[src/rtl/pkt_xmt_sched_pkg.sv]
// Shared constants, state type and parity helper for the serial packet link.
// PKT_W grows by one bit when PKT_XMT_PARITY_EN is defined.
package ser_link_pkg;

    localparam logic [7:0] HEAD_BYTE = 8'hA5;
    localparam int HEAD_W = 8;
    localparam int BODY_W = 8;
`ifdef PKT_XMT_PARITY_EN
    localparam int PKT_W = HEAD_W + BODY_W + 1;
`else
    localparam int PKT_W = HEAD_W + BODY_W;
`endif

    typedef enum logic [1:0] {
        IDLE,
        SEND,
        GAP
    } xmt_state_t;

    // Bit that makes body + parity hold an odd number of ones.
    function automatic logic odd_parity(input logic [7:0] b);
        return ~^b;
    endfunction

endpackage

[src/rtl/pkt_xmt_sched_if.sv]
// Requester-side bundle of the packet transmit scheduler.
// master: requesters drive req/data; slave: scheduler drives grant/status/line.
interface pkt_xmt_sched_if #(
    parameter int NUM_REQ = 4
);
    localparam int IDX_W = $clog2(NUM_REQ);

    logic [NUM_REQ-1:0]   req;
    logic [NUM_REQ*8-1:0] data;
    logic [NUM_REQ-1:0]   grant;
    logic                 busy;
    logic [IDX_W-1:0]     src_id;
    logic                 data_out;
    logic                 pkt_done;

    modport master (
        output req, data,
        input  grant, busy, src_id, data_out, pkt_done
    );

    modport slave (
        input  req, data,
        output grant, busy, src_id, data_out, pkt_done
    );

endinterface

[src/rtl/pkt_xmt_sched_rr_arbiter.sv]
// Round-robin arbiter: combinational pick of first req at/after the pointer.
// Ports: clock, reset, req, adv (move pointer past winner), gnt one-hot, idx.
module rr_arbiter #(
    parameter int NUM_REQ = 4,
    parameter int IDX_W   = $clog2(NUM_REQ)
) (
    input  logic               clock,
    input  logic               reset,
    input  logic [NUM_REQ-1:0] req,
    input  logic               adv,
    output logic [NUM_REQ-1:0] gnt,
    output logic [IDX_W-1:0]   idx
);

    logic [IDX_W-1:0] ptr;
    logic             found;
    int               k;

    always_comb begin
        gnt   = '0;
        idx   = '0;
        found = 1'b0;
        k     = 0;
        for (int i = 0; i < NUM_REQ; i++) begin
            k = int'(ptr) + i;
            if (k >= NUM_REQ) k = k - NUM_REQ;
            if (!found && req[k]) begin
                found  = 1'b1;
                gnt[k] = 1'b1;
                idx    = IDX_W'(k);
            end
        end
    end

    always_ff @(posedge clock) begin
        if (reset) begin
            ptr <= '0;
        end else if (adv) begin
            ptr <= (idx == IDX_W'(NUM_REQ - 1)) ? '0 : idx + 1'b1;
        end
    end

endmodule

[src/rtl/pkt_xmt_sched.sv]
// Round-robin serial packet scheduler: HEAD + body byte, MSB first, idle gap.
// Ports: clock, reset (sync, active high), bus (slave). Option: PKT_XMT_PARITY_EN.
module pkt_xmt_sched
    import ser_link_pkg::*;
#(
    parameter int         NUM_REQ    = 4,
    parameter int         GAP_CYCLES = 1,
    parameter logic [7:0] HEAD       = HEAD_BYTE
) (
    input  logic           clock,
    input  logic           reset,
    pkt_xmt_sched_if.slave bus
);

    localparam int IDX_W = $clog2(NUM_REQ);

    xmt_state_t         state, state_nx;
    logic [4:0]         cnt;
    logic [PKT_W-1:0]   shreg;
    logic [NUM_REQ-1:0] arb_gnt, grant_q;
    logic [IDX_W-1:0]   arb_idx, src_q;
    logic               busy_q, done_q;
    logic               any_req, send_last, gap_last;
    logic               load, busy_d, done_d;
    logic [7:0]         sel_byte;
    logic [PKT_W-1:0]   pkt_word;

    assign any_req   = |bus.req;
    assign send_last = (state == SEND) && (cnt == 5'(PKT_W - 1));
    assign gap_last  = (state == GAP) && (cnt == 5'(GAP_CYCLES - 1));
    assign sel_byte  = bus.data[{arb_idx, 3'b000} +: 8];

`ifdef PKT_XMT_PARITY_EN
    assign pkt_word = {HEAD, sel_byte, odd_parity(sel_byte)};
`else
    assign pkt_word = {HEAD, sel_byte};
`endif

    rr_arbiter #(
        .NUM_REQ(NUM_REQ),
        .IDX_W  (IDX_W)
    ) u_arb (
        .clock(clock),
        .reset(reset),
        .req  (bus.req),
        .adv  (load),
        .gnt  (arb_gnt),
        .idx  (arb_idx)
    );

    always_ff @(posedge clock) begin
        if (reset) state <= IDLE;
        else       state <= state_nx;
    end

    always_comb begin
        state_nx = state;
        case (state)
            IDLE: if (any_req) state_nx = SEND;
            SEND: if (send_last) state_nx = (GAP_CYCLES == 0) ? IDLE : GAP;
            GAP:  if (gap_last) state_nx = IDLE;
            default: state_nx = IDLE;
        endcase
    end

    // Next values of the registered outputs; pkt_done is set one edge early
    // so its register lines up with the final packet bit.
    always_comb begin
        load   = 1'b0;
        done_d = 1'b0;
        busy_d = (state_nx != IDLE);
        case (state)
            IDLE:    load   = any_req;
            SEND:    done_d = (cnt == 5'(PKT_W - 2));
            default: ;
        endcase
    end

    // The shift register zero-fills, so it is all zero once the packet is
    // out and its MSB doubles as the idle-low line.
    always_ff @(posedge clock) begin
        if (reset) begin
            grant_q <= '0;
            src_q   <= '0;
            busy_q  <= 1'b0;
            done_q  <= 1'b0;
            shreg   <= '0;
            cnt     <= '0;
        end else begin
            grant_q <= load ? arb_gnt : '0;
            busy_q  <= busy_d;
            done_q  <= done_d;
            if (load) src_q <= arb_idx;
            if (load) shreg <= pkt_word;
            else if (state == SEND) shreg <= shreg << 1;
            if (state == IDLE || state_nx != state) cnt <= '0;
            else cnt <= cnt + 5'd1;
        end
    end

    assign bus.grant    = grant_q;
    assign bus.src_id   = src_q;
    assign bus.busy     = busy_q;
    assign bus.pkt_done = done_q;
    assign bus.data_out = shreg[PKT_W-1];

endmodule

[src/flat_wrapper.sv]
// flat-port wrapper written by rule: the top's interface ports become plain ports
module pkt_xmt_sched_flat import ser_link_pkg::*;
#(
    parameter int         NUM_REQ    = 4,
    parameter int         GAP_CYCLES = 1,
    parameter logic [7:0] HEAD       = HEAD_BYTE
)
  (clock, reset, bus_req, bus_data, bus_grant, bus_busy, bus_src_id, bus_data_out, bus_pkt_done);
  pkt_xmt_sched_if #(.NUM_REQ(NUM_REQ)) bus_i ();
  input  logic clock;
  input  logic reset;
  input wire logic [$bits(bus_i.req)-1:0] bus_req;
  input wire logic [$bits(bus_i.data)-1:0] bus_data;
  output wire logic [$bits(bus_i.grant)-1:0] bus_grant;
  output wire logic [$bits(bus_i.busy)-1:0] bus_busy;
  output wire logic [$bits(bus_i.src_id)-1:0] bus_src_id;
  output wire logic [$bits(bus_i.data_out)-1:0] bus_data_out;
  output wire logic [$bits(bus_i.pkt_done)-1:0] bus_pkt_done;
  assign bus_i.req = bus_req;
  assign bus_i.data = bus_data;
  assign bus_grant = bus_i.grant;
  assign bus_busy = bus_i.busy;
  assign bus_src_id = bus_i.src_id;
  assign bus_data_out = bus_i.data_out;
  assign bus_pkt_done = bus_i.pkt_done;
  pkt_xmt_sched #(.NUM_REQ(NUM_REQ), .GAP_CYCLES(GAP_CYCLES), .HEAD(HEAD)) u_core (.clock(clock), .reset(reset), .bus(bus_i));
endmodule
[config.mk]
export PLATFORM = sky130hd
export DESIGN_NAME = pkt_xmt_sched_flat
export DESIGN_NICKNAME = d
export VERILOG_FILES = /design/src/rtl/pkt_xmt_sched_pkg.sv /design/src/rtl/pkt_xmt_sched_if.sv /design/src/rtl/pkt_xmt_sched_rr_arbiter.sv /design/src/rtl/pkt_xmt_sched.sv /design/src/flat_wrapper.sv
export SDC_FILE = /design/constraint.sdc
export NUM_CORES = 1
export LEC_CHECK = 0
export BUFFER_PORTS_ARGS = -buffer_cell sky130_fd_sc_hd__buf_2
export CORE_ASPECT_RATIO = 2
export CORE_MARGIN = 4
export CORE_UTILIZATION = 50
export CTS_CLUSTER_SIZE = 16
export DETAILED_ROUTE_END_ITERATION = 10
export PLACE_DENSITY = 0.78
export SLEW_MARGIN = 20
export SYNTH_ARGS = -nofsm -noshare
export SYNTH_HDL_FRONTEND = slang
export SYNTH_SLANG_ARGS = --single-unit
[constraint.sdc]
create_clock -name clock -period 3.9 [get_ports clock]
set_input_delay 0.585 -clock clock [delete_from_list [all_inputs] [get_ports clock]]
set_output_delay 0.585 -clock clock [all_outputs]
set_load 0.05 [all_outputs]
==> results by group <==
Outcome
  • Status: finished clean

GRT
  • Global route overflow: 0
  • Initial antenna violation count: 0
  • First-pass GRT wire length: 8735 um
  • Total GRT Usage: 0.2116
  • Vias in the first global route: 1976
  • Largest net degree at the start of global routing: 25

Min path
  • Hold WC Path Type: flip-flop to flip-flop
  • Hold path cells: 2

Logic synthesis
  • Main synth FF type: dfxtp_1
  • Average cell area after synthesis: 8.963 um^2
  • Synth warn: 0
  • Leading area contributor after synthesis: dfxtp_1
  • #FFs+latches synth: 33
  • Sequential-to-total area share from yosys stat: 0.3097
  • EDFF count, synth: 0
  • Post-Syn Nets: 288
  • Yosys cell types: 53
  • Area contributors post-synth: dfxtp_1 (31%), ha_1 (7.0%), mux2_2 (4.8%)
  • Area of the mapped netlist: 2133 um^2
  • Top-area cell type share of the netlist area: 0.3097
  • Synth top cells by count: dfxtp_1 (33), nand2_1 (27), a21oi_1 (17), nor2_1 (15), ha_1 (12)
  • Asr flop ratio synth: 0
  • Syn Inst Count: 238
  • Most numerous cell in the Yosys netlist: dfxtp_1

Placement
  • Post-DP Area: 2340 um^2
  • HPWL Detailed: 3879 um
  • Port Buffers: 46
  • GP Congestion: 0.9308

Detailed routing
  • TritonRoute pass-1 iters: 4
  • Total number of vias: 1975
  • Vias/cell: 5.931
  • Wire per inst: 15.50 um
  • Final wirelength: 5162 um
  • Antenna Nets Post-Route: 0
  • Residual DRC count: 0
  • DRT iter0 DRCs: 33

STA
  • Crit share post-route: 0.7741
  • Tightest Pin Transition: 905.5 ps
  • Fin. max-slew vios: 0
  • Setup TNS: 0 ps
  • Final setup viols: 0
  • Final Hold Fails: 0
  • Slew headroom: 0.3917
  • Worst Skew: 4.742 ps
  • Fmax achieved: 331.3 MHz
  • Final worst path period need: 3019 ps
  • RSZ-0062 raised after global routing: false

Pwr
  • VDD IR max: 0.4611 mV
  • Leakage: 1.014 nW
  • P per Cell Area: 592.8 nW/um^2

Floorplanning
  • Die span in x: 54.19 um
  • Die ar.: 5439 um^2
  • # IOs: 47
  • Core area: 4129 um^2
  • Site Rows: 33
  • Starting Density: 0.5167
  • Die height: 100.4 um

Clock network
  • Postcts setup bufs: 0
  • Worst-case clock buffer depth: 2
  • Post-cts resize count: 0
  • CTS tree: yes
  • Clock sink total: 33
  • Hold Buf Count CTS: 0
  • Clock Latency Late Sink: 280 ps
  • H-tree depth: 2
  • Reg clk slew, reported paths: 70 ps
  • Clock Tree Root: clkbuf_8
  • TritonCTS Buffers: 5

Cells and area
  • Final nets: 330
  • Register Area: 660.6 um^2
  • Share of cells above drive strength 1: 0.2740
  • Filler cell count: 388
  • Multi-input logic area: 1313 um^2
  • Antenna cells: 0
  • Finished Cell Area: 2426 um^2
  • P&R area growth vs syn: 13.72%

Setup path
  • Max stage delay on crit path: 630 ps
  • Setup crit end kind: flip-flop
  • R2R cell count: 8
  • Critical path startpoint category: flip-flop
  • Slowest cell on the critical path: mux4_2
  • CP Depth: 8
  • Worst Path Arrival: 3170 ps
  • Crit Path Category: flip-flop to flip-flop
  • Crit-path cells: inv_1 > ha_1 > mux4_2 > o21bai_4 > a21oi_4 > a21o_4 > mux2i_1 > o221ai_1
  • Delay-heaviest family, CP: compound AO/OA/AOI/OAI gates
  • CP required: 4050 ps
  • Maximum fanout along the worst path: 11
  • Bufs and invs on worst path: 1

Run
  • Max Cap Viol: 0
[path summary, 6_finish.rpt]
check	slack, ps	startpoint	end
worst max-delay path	880	u_core.u_arb.ptr[1]	u_core.shreg[3]
worst min-delay path	450	u_core.shreg[8]	u_core.shreg[9]
worst max register to register	880	u_core.u_arb.ptr[1]	u_core.shreg[3]
worst min register to register	450	u_core.shreg[8]	u_core.shreg[9]
[metal layers]
metal / track usage / vias to the layer above / part of all wire
met1: 0.2199 / 939 / 0.38
met2: 0.3832 / 47 / 0.56
met3: 0.03566 / 13 / 0.030
met5: 0 / - / 0
li1: - / 976 / -
met4: 0.1017 / 0 / 0.030
[per-stage QoR]
step	util	hold slack [ps]	power (mW)	setup WS, ps	cells
6_report	0.5876	454.3	1.438	881.2	333
5_1_grt	0.5876	478.9	1.528	662.1	333
4_1_cts	0.5876	456.3	1.437	914.3	333
3_5_place_dp	0.5667	446.4	1.190	911.0	325
3_3_place_gp	0.5667	439.5	1.171	1030	325
2_1_floorplan	-	429.7	1.095	1039	238
[cell usage in the layout, fill, tap and decap left out, types with 9 or more instances in the layout]
master and n:
a31oi_1 11, ha_1 12, nor2_1 15, a22oi_1 10, a21oi_1 17, buf_2 46
mux2_2 9, dfxtp_1 33, nand3_1 10, mux2i_1 9, inv_1 11, nand2_1 27
[cells by family (layout without fill, tap and decap cells)]
group                    after synthesis  count (layout)  share of synthesized area
AO/OA/AOI/OAI                         69              69                     0.2358
adder cells (fa/ha/maj)               12              12                    0.07038
flip-flops                            33              33                     0.3097
multiplexers                          21              21                     0.1232
XOR/XNOR                               3               3                    0.01232
AND/OR/NAND/NOR                       74              74                     0.1736
buffers and inverters                 26              69                    0.07507
[registers in the layout, indices dropped and copies added, names as in the netlist]
register,cells
u_core.shreg,16
u_core.state,2
u_core.bus.busy,1
u_core.u_arb.ptr,2
u_core.bus.grant,4
u_core.bus.src_id,2
u_core.cnt,5
u_core.bus.pkt_done,1
[report_power, final]
group          switching [mW]  total, mW  internal (mW)
Combinational           0.440      0.746          0.306
Clock                   0.127      0.251          0.123
Sequential             0.0399      0.442          0.402
Total                   0.607       1.44          0.831
[worst min-delay path: cells and delay by family, from the launching register on]
kind             cells  cell delay [ps]
AO/OA/AOI/OAI        1               50
flip-flops           1              310
AND/OR/NAND/NOR      1               50
[cell type report]
class | instances | share of cell area
clock inverter | 3 | 0.007220
timing repair buffer | 50 | 0.1073
sequential | 33 | 0.2723
inverter | 11 | 0.01702
clock buffer | 5 | 0.02837
multi-input combinational | 179 | 0.5410
tap | 52 | 0.02682
(Power assumes the default switching activity.)
